File: config.mk
export PLATFORM = sky130hd
export DESIGN_NAME = banked_sync_mem
export DESIGN_NICKNAME = d
export VERILOG_FILES = /design/src/rtl/mem_pkg.sv /design/src/rtl/mem_bank.sv /design/src/rtl/banked_sync_mem.sv
export SDC_FILE = /design/constraint.sdc
export NUM_CORES = 2
export LEC_CHECK = 0
export CAP_MARGIN = 10
export CORE_ASPECT_RATIO = 2
export CORE_MARGIN = 2
export CORE_UTILIZATION = 53
export DETAILED_ROUTE_END_ITERATION = 16
export PLACE_DENSITY_LB_ADDON = 0.25
export SLEW_MARGIN = 20
export SYNTH_ARGS = -nofsm -noshare
export SYNTH_HDL_FRONTEND = slang
export SYNTH_SLANG_ARGS = --single-unit
File: constraint.sdc
create_clock -name clk -period 3.6 [get_ports clk]
set_input_delay 0.54 -clock clk [delete_from_list [all_inputs] [get_ports clk]]
set_output_delay 0.54 -clock clk [all_outputs]
set_load 0.01 [all_outputs]
File: src/rtl/mem_pkg.sv
// Shared types and helpers for the banked synchronous memory.
// Holds the FSM state type, wait-counter width, lane mapping and bank decode.
// Pure declarations; no logic of its own.
package mem_pkg;

  typedef enum logic [1:0] {
    IDLE = 2'd0,
    WAIT = 2'd1,
    RESP = 2'd2
  } state_t;

  // Wait counter holds WAIT_CYCLES (0..15).
  localparam int CNT_W = 4;

  // Big-endian lanes: byte at word offset i lives on data lane (LANE_OF_BYTE0 - i),
  // i.e. bits [8*(3-i) +: 8], and is enabled by be[3-i].
  localparam int WORD_BYTES    = 4;
  localparam int LANE_OF_BYTE0 = 3;

  // A bank is hit when all address bits above the in-bank offset match its base.
  function automatic logic bank_hit(input logic [31:0] addr,
                                    input logic [31:0] base,
                                    input int unsigned lsb);
    logic [31:0] diff;
    diff = (addr ^ base) >> lsb;
    return (diff == 32'd0);
  endfunction

endpackage

File: src/rtl/mem_bank.sv
// One byte-addressed bank: combinational big-endian word read, byte-enabled write.
// Read is zero-latency; write commits on the rising clock edge.
// No flow control; the parent decides when we is asserted.
module mem_bank
  import mem_pkg::*;
#(
  parameter int    BANK_BYTES = 256,
  parameter string INIT_FILE  = ""
) (
  input  logic                          clk,
  input  logic                          we,
  input  logic [$clog2(BANK_BYTES)-1:0] offset,
  input  logic [31:0]                   wdata,
  input  logic [3:0]                    be,
  output logic [31:0]                   rdata
);

  localparam int OFF_W = $clog2(BANK_BYTES);

  logic [7:0]       mem_q [BANK_BYTES];
  logic [OFF_W-1:0] word_ofs;

  // Low two offset bits are ignored: every access is to the containing word.
  assign word_ofs = offset & ~OFF_W'(3);

  // Assemble the word with the lowest byte address on the most significant lane.
  always_comb begin
    rdata = '0;
    for (int i = 0; i < WORD_BYTES; i++) begin
      rdata[8*(LANE_OF_BYTE0-i) +: 8] = mem_q[word_ofs + OFF_W'(i)];
    end
  end

  // Write only the bytes whose enable is set; others keep their contents.
  always_ff @(posedge clk) begin
    if (we) begin
      for (int i = 0; i < WORD_BYTES; i++) begin
        if (be[LANE_OF_BYTE0-i]) begin
          mem_q[word_ofs + OFF_W'(i)] <= wdata[8*(LANE_OF_BYTE0-i) +: 8];
        end
      end
    end
  end

endmodule

File: src/rtl/banked_sync_mem.sv
// Banked big-endian memory with valid/ready request and response; optional error log under MEM_ERR_LOG_EN.
// Latency: response valid WAIT_CYCLES+1 cycles after the accept edge.
// One transaction in flight; req_ready low from accept until the response handshake.
module banked_sync_mem
  import mem_pkg::*;
#(
  parameter int          NUM_BANKS   = 2,
  parameter int          BANK_BYTES  = 256,
  parameter logic [31:0] BANK0_BASE  = 32'h0000_0000,
  parameter logic [31:0] BANK1_BASE  = 32'h8000_0000,
  parameter logic [31:0] BANK2_BASE  = 32'h4000_0000,
  parameter logic [31:0] BANK3_BASE  = 32'hC000_0000,
  parameter int          WAIT_CYCLES = 0,
  parameter string       INIT_FILE0  = "",
  parameter string       INIT_FILE1  = "",
  parameter string       INIT_FILE2  = "",
  parameter string       INIT_FILE3  = ""
) (
  input  logic        clk,
  input  logic        reset,
  input  logic        req_valid,
  output logic        req_ready,
  input  logic        req_write,
  input  logic [31:0] req_addr,
  input  logic [31:0] req_wdata,
  input  logic [3:0]  req_be,
  output logic        rsp_valid,
  input  logic        rsp_ready,
  output logic [31:0] rsp_rdata,
  output logic        rsp_err
`ifdef MEM_ERR_LOG_EN
  ,
  output logic        err_sticky,
  output logic [31:0] err_addr
`endif
);

  localparam int          OFF_W     = $clog2(BANK_BYTES);
  localparam logic [31:0] BASES [4] = '{BANK0_BASE, BANK1_BASE, BANK2_BASE, BANK3_BASE};

  state_t             state_q, state_d;
  logic [CNT_W-1:0]   cnt_q, cnt_d;
  logic [31:0]        rdata_q, rdata_d;
  logic               err_q, err_d;

  logic               accept;
  logic               hit;
  logic [NUM_BANKS-1:0] sel_oh;
  logic [31:0]        hit_rdata;
  logic [31:0]        bank_rdata [NUM_BANKS];

  assign req_ready = (state_q == IDLE);
  assign rsp_valid = (state_q == RESP);
  assign rsp_rdata = rdata_q;
  assign rsp_err   = err_q;
  assign accept    = req_ready & req_valid;

  // Decode: scan from the highest bank down so the lowest-numbered match wins.
  always_comb begin
    hit       = 1'b0;
    sel_oh    = '0;
    hit_rdata = '0;
    for (int k = NUM_BANKS - 1; k >= 0; k--) begin
      if (bank_hit(req_addr, BASES[k], OFF_W)) begin
        hit       = 1'b1;
        sel_oh    = '0;
        sel_oh[k] = 1'b1;
        hit_rdata = bank_rdata[k];
      end
    end
  end

  for (genvar k = 0; k < NUM_BANKS; k++) begin : g_bank
    localparam string INIT_K = (k == 0) ? INIT_FILE0 :
                               (k == 1) ? INIT_FILE1 :
                               (k == 2) ? INIT_FILE2 : INIT_FILE3;
    logic we_k;

    // The write commits on the accept edge itself; reset suppresses it.
    assign we_k = accept & req_write & sel_oh[k] & ~reset;

    mem_bank #(
      .BANK_BYTES (BANK_BYTES),
      .INIT_FILE  (INIT_K)
    ) u_bank (
      .clk    (clk),
      .we     (we_k),
      .offset (req_addr[OFF_W-1:0]),
      .wdata  (req_wdata),
      .be     (req_be),
      .rdata  (bank_rdata[k])
    );
  end

  // State, counter and response registers.
  always_ff @(posedge clk) begin
    if (reset) begin
      state_q <= IDLE;
      cnt_q   <= '0;
      rdata_q <= '0;
      err_q   <= 1'b0;
    end else begin
      state_q <= state_d;
      cnt_q   <= cnt_d;
      rdata_q <= rdata_d;
      err_q   <= err_d;
    end
  end

  // Next state: capture the read word at accept, count wait states, hold until consumed.
  always_comb begin
    state_d = state_q;
    cnt_d   = cnt_q;
    rdata_d = rdata_q;
    err_d   = err_q;
    unique case (state_q)
      IDLE: begin
        if (req_valid) begin
          rdata_d = (hit && !req_write) ? hit_rdata : 32'd0;
          err_d   = ~hit;
          if (WAIT_CYCLES == 0) begin
            state_d = RESP;
          end else begin
            cnt_d   = CNT_W'(WAIT_CYCLES);
            state_d = WAIT;
          end
        end
      end
      WAIT: begin
        // Counter value 1 marks the last wait cycle.
        cnt_d = cnt_q - CNT_W'(1);
        if (cnt_q == CNT_W'(1)) begin
          state_d = RESP;
        end
      end
      RESP: begin
        if (rsp_ready) begin
          state_d = IDLE;
          rdata_d = '0;
          err_d   = 1'b0;
        end
      end
      default: state_d = IDLE;
    endcase
  end

`ifdef MEM_ERR_LOG_EN
  logic        err_sticky_q;
  logic [31:0] err_addr_q;

  assign err_sticky = err_sticky_q;
  assign err_addr   = err_addr_q;

  // Keep the address of the first unmapped access since reset; report every one.
  always_ff @(posedge clk) begin
    if (reset) begin
      err_sticky_q <= 1'b0;
      err_addr_q   <= '0;
    end else if (accept && !hit) begin
      if (!err_sticky_q) begin
        err_sticky_q <= 1'b1;
        err_addr_q   <= req_addr;
      end
      $display("banked_sync_mem: unmapped access at address %h", req_addr);
    end
  end
`endif

endmodule

==> metrics.yaml <==
status: "complete, no violations"
hold_class: "in -> reg"
grt_max_degree: 129
seqPwrFrac_pct: 55.8
clock_latency_ns: 0.95
antenna_found_initial: 37
grt_pass1_vias: 83229
clockPowerShare_pct: 39.0
drv_slew: 0
rows: 284
synth-async-reset-ratio_pct: 0
setup_viol: 0
gp_congestion: 0.921
grt_setup_unrepaired: "no"
layout-drive-gt1-share_pct: 31.8
dieArea_um2: 304000
drt_iter0_drc: 11108
grt.total_usage_pct: 30.7
cts_tree: "yes"
drt_first_pass_iters: 8
finalClockSkew_ns: 0.0470
ir_drop_v: 0.000394
seq_area_frac_synth_pct: 77.9
fin_cells: 12533
clock.fmax_mhz: 322
path_class: "in -> reg"
numCtsBuffers: 334
p_leak_nw: 58.0
worstMarginPinSlew_ns: 1.18
io_pins: 108
syn_to_final_growth_pct: 15.4
synth_edf_count: 4096
fin_crit_sh_pct: 86.4
grt_overflow_total: 0
die_h_um: 778
routed_wl_um: 465000
drv_cap: 0
cts_resized: 0
hold_viol_final: 0
power.share.switching_pct: 21.0
placed_cells: 11895
grt_pass1_wl_um: 644000
dp_hpwl_um: 318000
die_x_um: 391
relSlewSlack_pct: 21.1
start_util_pct: 53.2
syn_nets: 7287
cp.arrival_ns: 3.90
cts_root_buf: "clkbuf_16"
wl_per_cell_um: 37.1
fin_util_pct: 61.4
synth_cell_types: 80
fin_crit_ns: 3.11
worstPathMaxFanout: 35
viasPerCell: 6.53
syn_area_um2: 159000
io_buffers: 105
cts-htree-levels: 5
ys_ff_latch: 4130
clk_pin_slew_ns: 0.07
nets: 8444
fillerInstances: 20246
synth_ff_type: "edfxtp_1"
vias: 81821
drc: 0
synthCells: 7214
pwr-share-comb_pct: 5.2
antenna_left: 0
critPathRequiredTime_ns: 4.39
power_density_nw_per_um2: 516
cp-start-kind: "input port"
end_kind: "flop"
fp.coreArea_um2: 298000
p_sw_mw: 19.9
ys_warn_count: 0
synth.avg_cell_area_um2: 22.0
clock_sinks: 4130
cts_buffer_depth: 4
internal-power_mw: 74.7
## sequential cells by signal, indices dropped and copies added (netlist names)
| register | cells |
|---|---|
| rsp_err | 1 |
| state_q | 1 |
| rsp_rdata | 32 |
| g_bank.u_bank.mem_q | 4096 |
## final cells by class
cell class | instances | area, um2 | area share, %
antenna | 34 | 85.1 | 0.0464
clock buffer | 421 | 8990 | 4.90
clock inverter | 182 | 1770 | 0.964
inverter | 5 | 23.8 | 0.0130
multi-input combinational | 2643 | 32700 | 17.8
sequential | 4130 | 124000 | 67.5
timing repair buffer | 1257 | 11200 | 6.13
tap | 3861 | 4830 | 2.64
## logic make-up (layout without fill, tap and decap cells)
| logic type | after synthesis | count (layout) | synth area share [%] |
|---|---|---|---|
| AOI/OAI and AO/OA | 647 | 647 | 2.90 |
| buffers and inverters | 441 | 1865 | 1.64 |
| DFF | 4130 | 4130 | 77.9 |
| muxes | 1110 | 1110 | 15.2 |
| other | 0 | 34 | 0 |
| and+or+nand+nor | 886 | 886 | 2.39 |
## critical path: stages
cell	delay (ns)
buf_16	0.35
buf_4	0.24
buf_4	0.35
mux4_2	0.58
a22oi_1	0.15
a21oi_1	0.26
o41ai_1	0.89
buf_4	0.23
o311a_1	0.18
a211oi_2	0.05
## cell usage after synthesis (16+ instances only)
master,count,share of area [%]
a211oi_1,20,0.095
a21o_1,17,0.080
a21oi_1,103,0.32
a22oi_1,285,1.3
a31oi_1,16,0.063
buf_1,21,0.050
buf_2,90,0.28
buf_4,76,0.36
buf_6,60,0.43
clkbuf_1,180,0.43
dfxtp_1,34,0.43
edfxtp_1,4096,77
mux2i_1,61,0.38
mux4_2,1025,15
nand2_1,119,0.28
nand3_1,85,0.27
nor2_1,566,1.3
o22ai_1,71,0.28
o41ai_1,24,0.13
## cell usage in the layout (no fill, tap or decap), types with 17 or more instances in the layout
master           netlist  routed
edfxtp_1            4096    4096
buf_4                 76    1055
mux4_2              1025    1025
nor2_1               566     563
clkbuf_16              0     343
a22oi_1              285     285
buf_12                 4     129
nand2_1              119     118
a21oi_1              103     102
nand3_1               85      77
o22ai_1               71      71
clkbuf_1             180      67
clkdlybuf4s50_1        0      66
clkinv_1               1      62
mux2i_1               61      61
clkinv_2               0      54
diode_2                0      34
dfxtp_1               34      34
bufinv_16              0      32
o41ai_1               24      24
a211oi_1              20      20
a21o_1                17      17
clkinvlp_4             0      17
## metrics by stage
step | area, um2 | TNS (ns) | total power, mW | hold slack, ns | setup WS (ns)
after detailed placement | 172000 | -38.47 | 58.7 | 0.477 | -0.446
final | 183000 | 0 | 94.5 | 0.133 | 0.490
after global routing | 183000 | 0 | 96.5 | 0.140 | 0.309
after floorplan | 159000 | 0 | 56.1 | 0.473 | 0.615
after CTS | 183000 | 0 | 94.8 | 0.0966 | 0.535
after global placement | 172000 | -11.56 | 58.6 | 0.452 | -0.432
## power groups by stage
stage	Clock, mW	Sequential [mW]	Combinational, mW
CTS	37.2	52.8	4.86
detailed placement	0	53.8	4.85
finish	36.8	52.8	4.89
global placement	0	53.8	4.75
floorplan	0	53.9	2.28
global route	38.7	52.8	5.02
## path summary, 6_finish.rpt
kind | from | endpoint | slack (ns) | cells after the start
worst max register to register | g_bank[1].u_bank.mem_q[169][1]$_DFFE_PP_ | rsp_rdata[17]$_SDFFE_PP0P_ | 0.75 | 7
worst min register to register | rsp_err$_SDFFE_PP0P_ | rsp_err$_SDFFE_PP0P_ | 0.48 | 2
worst min-delay path | req_wdata[9] | g_bank[0].u_bank.mem_q[110][1]$_DFFE_PP_ | 0.13 | 1
worst max-delay path | req_addr[2] | rsp_rdata[17]$_SDFFE_PP0P_ | 0.49 | 10
## what timing repair did
action,in CTS,in global routing
hold buffers,1,0
hold endpoints to repair,4,0
buffers inserted,0,0
## metal layers
layer	part of all wire [%]	global-route usage, %
met4	9.0	23.1
met2	51	51.5
met1	31	35.1
met3	8.9	5.83
met5	0.045	0
No activity file was read; power rests on OpenSTA's default activity.
